`src/rtl/vend_sequencer.sv`:
```
// Vending-machine purchase controller: accumulates coin credit in nickels,
// sequences select/cancel requests, times the dispense strobe and pays change
// back as discrete nickel pulses. All outputs come straight from registers.
//
// state  | meaning
// -------+------------------------------------------------------------
// IDLE   | no credit held, waiting for the first accepted coin
// ACCUM  | credit held, waiting for more coins, select or cancel
// VEND   | dispense strobe active, down-counter times its width
// CHANGE | returning remaining credit, one nickel pulse every 2 clocks
module vend_sequencer #(
    parameter int CREDIT_W    = 5,
    parameter int PRICE       = 15,
    parameter int MAX_CREDIT  = 30,
    parameter int VEND_CYCLES = 4
) (
    input  logic                clk,
    input  logic                rst_n,
    input  logic                coin_n,
    input  logic                coin_d,
    input  logic                coin_q,
    input  logic                sel,
    input  logic                cancel,
    input  logic                stock_ok,
    output logic                dispense,
    output logic                change_n,
    output logic                coin_rej,
    output logic [CREDIT_W-1:0] credit,
    output logic [3:0]          cs,
    output logic                busy
);

    localparam int SUM_W = CREDIT_W + 1;
    localparam int TMR_W = (VEND_CYCLES > 1) ? $clog2(VEND_CYCLES) : 1;

    localparam logic [SUM_W-1:0]    MAX_SUM   = SUM_W'(MAX_CREDIT);
    localparam logic [CREDIT_W-1:0] PRICE_C   = CREDIT_W'(PRICE);
    localparam logic [TMR_W-1:0]    VEND_LOAD = TMR_W'(VEND_CYCLES - 1);

    typedef enum logic [3:0] {
        S_IDLE   = 4'b0000,
        S_ACCUM  = 4'b0001,
        S_VEND   = 4'b0010,
        S_CHANGE = 4'b0100
    } state_t;

    state_t           state;
    logic [TMR_W-1:0] vend_tmr;

    logic [2:0]       coin_val;
    logic             coin_any;
    logic             coin_multi;
    logic             coin_open;
    logic [SUM_W-1:0] coin_sum;
    logic             coin_ok;
    logic             rej_next;
    logic             can_buy;

    assign cs = state;

    // Coin evaluation: only the highest-value coin is considered; any extra
    // coin in the same cycle is always bounced to the return slot.
    always_comb begin
        coin_val   = 3'd0;
        if (coin_q)      coin_val = 3'd5;
        else if (coin_d) coin_val = 3'd2;
        else if (coin_n) coin_val = 3'd1;
        coin_any   = coin_q | coin_d | coin_n;
        coin_multi = (coin_q & (coin_d | coin_n)) | (coin_d & coin_n);
        coin_open  = (state == S_IDLE) || (state == S_ACCUM);
        coin_sum   = {1'b0, credit} + SUM_W'(coin_val);
        coin_ok    = coin_open && coin_any && (coin_sum <= MAX_SUM);
        rej_next   = (coin_any && !coin_ok) || coin_multi;
        can_buy    = sel && stock_ok && (credit >= PRICE_C);
    end

    // Purchase FSM with registered strobes, credit and busy flag.
    always_ff @(posedge clk or negedge rst_n) begin
        if (!rst_n) begin
            state    <= S_IDLE;
            credit   <= '0;
            dispense <= 1'b0;
            change_n <= 1'b0;
            coin_rej <= 1'b0;
            busy     <= 1'b0;
            vend_tmr <= '0;
        end else begin
            coin_rej <= rej_next;
            change_n <= 1'b0;
            case (state)
                S_IDLE: begin
                    if (coin_ok) begin
                        credit <= coin_sum[CREDIT_W-1:0];
                        state  <= S_ACCUM;
                    end
                end
                S_ACCUM: begin
                    // An accepted coin defers select/cancel to the next cycle
                    if (coin_ok) begin
                        credit <= coin_sum[CREDIT_W-1:0];
                    end else if (cancel) begin
                        state <= S_CHANGE;
                        busy  <= 1'b1;
                    end else if (can_buy) begin
                        credit   <= credit - PRICE_C;
                        state    <= S_VEND;
                        busy     <= 1'b1;
                        dispense <= 1'b1;
                        vend_tmr <= VEND_LOAD;
                    end
                end
                S_VEND: begin
                    if (vend_tmr == '0) begin
                        dispense <= 1'b0;
                        if (credit != '0) begin
                            state <= S_CHANGE;
                        end else begin
                            state <= S_IDLE;
                            busy  <= 1'b0;
                        end
                    end else begin
                        vend_tmr <= vend_tmr - TMR_W'(1);
                    end
                end
                S_CHANGE: begin
                    if (credit == '0) begin
                        state <= S_IDLE;
                        busy  <= 1'b0;
                    end else if (!change_n) begin
                        change_n <= 1'b1;
                        credit   <= credit - CREDIT_W'(1);
                        if (credit == CREDIT_W'(1)) begin
                            state <= S_IDLE;
                            busy  <= 1'b0;
                        end
                    end
                end
                default: begin
                    state    <= S_IDLE;
                    credit   <= '0;
                    dispense <= 1'b0;
                    busy     <= 1'b0;
                    vend_tmr <= '0;
                end
            endcase
        end
    end

endmodule

```
`config.mk`:
```
export PLATFORM = sky130hd
export DESIGN_NAME = vend_sequencer
export DESIGN_NICKNAME = d
export VERILOG_FILES = /design/src/rtl/vend_sequencer.sv
export SDC_FILE = /design/constraint.sdc
export NUM_CORES = 1
export LEC_CHECK = 0
export BUFFER_PORTS_ARGS = -buffer_cell sky130_fd_sc_hd__buf_2
export CAP_MARGIN = 5
export CORE_MARGIN = 4
export CORE_UTILIZATION = 40
export DETAILED_ROUTE_END_ITERATION = 12
export PLACE_DENSITY_LB_ADDON = 0.1
export SKIP_LAST_GASP = 1
export SYNTH_ARGS = -nofsm -noshare
export SYNTH_HDL_FRONTEND = slang
export SYNTH_SLANG_ARGS = --single-unit
```
`constraint.sdc`:
```
create_clock -name clk -period 3.15 [get_ports clk]
set_input_delay 0.1575 -clock clk [delete_from_list [all_inputs] [get_ports clk]]
set_output_delay 0.1575 -clock clk [all_outputs]
set_load 0.02 [all_outputs]
```
==> impl_metrics.json <==
{
  "run_status": "finished, final reports clean",
  "syn_avg_cell_area_um2": 7.91,
  "cts_num_sinks": 14,
  "io_buffers": 19,
  "p_per_area_mw_per_mm2": 1200,
  "p_comb_share_pct": 73.2,
  "max_freq_mhz": 363,
  "grtUsageTotal_pct": 16.5,
  "layout_common_cells": "nor2_1, buf_2, nand2_1",
  "holdPathStages": 3,
  "synth-edff-count": 0,
  "cts_resized": 0,
  "start_util_pct": 41.7,
  "dp_hpwl_um": 2470,
  "drt_wl_total_um": 3210,
  "p_leak_nw": 0.687,
  "syn_inst": 161,
  "fillCellCount": 310,
  "cts_htree_levels": 1,
  "rr_worst_depth": 9,
  "intPower_uw": 828,
  "via_count": 1228,
  "power.share.clock_pct": 5.8,
  "r2r_slack_ns": 0.40,
  "maxSlewHeadroom_pct": 61.2,
  "post_cts_buffers": 0,
  "die_h_um": 64.4,
  "seqCellArea_um2": 350,
  "ys_types": 50,
  "tritoncts": "built",
  "cp_slowest_stage_delay_ns": 0.43,
  "min_to": "coin_rej$_DFF_PN0_",
  "grt_max_degree": 20,
  "area.growth.synth_to_final_pct": 13.4,
  "period_share_pct": 87.4,
  "n_antenna_cell": 0,
  "fin_skew_ns": 0.00371,
  "synth.cell_area_mm2": 0.00127,
  "critical-path-top-delay-family": "compound AO/OA/AOI/OAI gates",
  "cp_max_fo": 14,
  "gr-total-overflow": 0,
  "core_area_mm2": 0.00305,
  "io-pin-count": 21,
  "holdBufCountCts": 1,
  "fin_crit_ns": 2.75,
  "pwr-share-seq_pct": 21.0,
  "start_kind": "register",
  "hold_class": "primary input to register",
  "first_global_vias": 1185,
  "critPathCaptureType": "register",
  "placedCellCount": 220,
  "drv_slew": 0,
  "crit_required_ns": 3.32,
  "grt_pass1_wl_um": 5470,
  "syn_nets": 178,
  "synthArstFlopShare_pct": 100,
  "peakVddDrop_uv": 543,
  "viasPerCell": 5.48,
  "cp_data_arrival_time_ns": 2.92,
  "critPathSlowestCell": "fa_1",
  "synthFlopType": "dfrtp_1",
  "ant_nets": 0,
  "multi_input_area_um2": 817,
  "nNetsFinal": 199,
  "cp_cell_sequence": "ha_1 > inv_1 > fa_1 > xor2_2 > nor3_2 > maj3_2 > a21boi_4 > o21bai_2 > o32a_1",
  "switchingPower_uw": 904,
  "cap_violations": 0,
  "gp_congestion": 0.825,
  "antenna_found_initial": 0,
  "p_total_mw": 1.73,
  "wire_per_inst_um": 14.3,
  "met2_length_um": 1530,
  "dieWidth_um": 64.4,
  "hp-start": "coin_d",
  "drc": 0,
  "layout_commonest_cell": "nor2_1",
  "drive_above_1_share_pct": 18.3,
  "met3_length_um": 121,
  "ys_seq_elements": 14,
  "highest_layer": "met4",
  "fin_setup_tns_ns": 0,
  "worst_pin_slew_ns": 0.568,
  "clk_pin_slew_worst_paths_ns": 0.08,
  "yosys_warnings": 0,
  "sw_frac_of_total_pct": 52.2,
  "drt_first_pass_iters": 4,
  "rsz0062_at_grt": "no",
  "cts_root_buf": "clkbuf_4",
  "drt_iter0_markers": 86,
  "hold_viol_final": 0,
  "timing.rr.start": "credit[0]$_DFFE_PN0P_",
  "wl_met1_um": 1530,
  "ys_seq_area_share_pct": 27.5,
  "timing.final.setup_violations": 0,
  "timing.rr.end": "credit[2]$_DFFE_PN0P_",
  "clock_path_buffers": 2,
  "die_area_mm2": 0.00415,
  "layoutNonFillerInstCount": 224,
  "crit_type": "register to register",
  "critPathBufInv": 1,
  "row_count": 20,
  "insertion_delay_ns": 0.28,
  "cts_buffers": 3
}
## logic make-up after synthesis
| group | Yosys count | share of synthesized area, % |
|---|---|---|
| buf+inv | 24 | 8.35 |
| flops | 14 | 27.5 |
| compound gates | 45 | 25.1 |
| fa+ha+maj | 11 | 11.1 |
| simple gates | 58 | 21.0 |
| other cells | 1 | 0.294 |
| xor+xnor | 4 | 3.34 |
| mux | 4 | 3.24 |
## synth_stat cells, types with 3 or more instances
cell type	instances	area, um^2
ha_1	8	100
buf_2	3	15.0
o22a_1	3	26.3
dfrtp_1	14	350
a21oi_1	13	65.1
inv_1	15	56.3
nor2_1	21	78.8
nor3_1	7	35.0
mux2i_1	3	30.0
nand2_1	16	60.1
o21ai_0	7	35.0
o22ai_1	3	18.8
## power by group through the flow
stage	Clock [mW]	Combinational, mW	Sequential, mW
2_1_floorplan	0	0.920	0.419
3_3_place_gp	0	1.26	0.366
3_5_place_dp	0	1.27	0.366
4_1_cts	0.107	1.27	0.363
5_1_grt	0.115	1.41	0.383
6_report	0.101	1.27	0.364
## layer usage
metal / vias to the layer above / track usage [%]
met1: 577 / 22.0
met2: 32 / 27.8
met5: - / 0
met3: 6 / 1.91
li1: 613 / -
met4: 0 / 5.01
## flip-flops by register name, summed over array words and instances (netlist names)
signal,cells
busy,1
credit,5
coin_rej,1
change_n,1
dispense,1
vend_tmr,2
cs,3
## final cells by class
cell class	instances	area share, %
timing repair buffer	25	9.88
inverter	15	3.90
sequential	14	24.3
clock buffer	3	1.56
tap	44	3.81
multi-input combinational	123	56.6
## worst max path at each step
stage,start,end,cells after the start
after floorplan,credit[0]$_DFFE_PN0P_,credit[4]$_DFFE_PN0P_,11
after global placement,coin_n,credit[2]$_DFFE_PN0P_,12
after detailed placement,coin_n,credit[2]$_DFFE_PN0P_,12
after CTS,credit[0]$_DFFE_PN0P_,credit[2]$_DFFE_PN0P_,9
after global routing,credit[0]$_DFFE_PN0P_,credit[2]$_DFFE_PN0P_,9
final,credit[0]$_DFFE_PN0P_,credit[2]$_DFFE_PN0P_,9
## worst register-to-register path: stages, from the launching register on
cell      delay (ns)
dfrtp_1         0.37
ha_1            0.16
inv_1           0.05
fa_1            0.43
xor2_2          0.24
nor3_2          0.06
maj3_2          0.33
a21boi_4        0.39
o21bai_2        0.24
o32a_1          0.38
## through the flow
stage | hold slack (ns) | util, % | setup WS, ns | instance area [um^2]
2_1_floorplan | -0.138 | - | 0.332 | 1270
3_3_place_gp | 0.0767 | 46.2 | 0.366 | 1410
3_5_place_dp | 0.0794 | 46.2 | 0.260 | 1410
4_1_cts | 0.151 | 47.3 | 0.394 | 1440
5_1_grt | 0.167 | 47.3 | 0.252 | 1440
6_report | 0.154 | 47.3 | 0.397 | 1440
(Power assumes the default switching activity.)
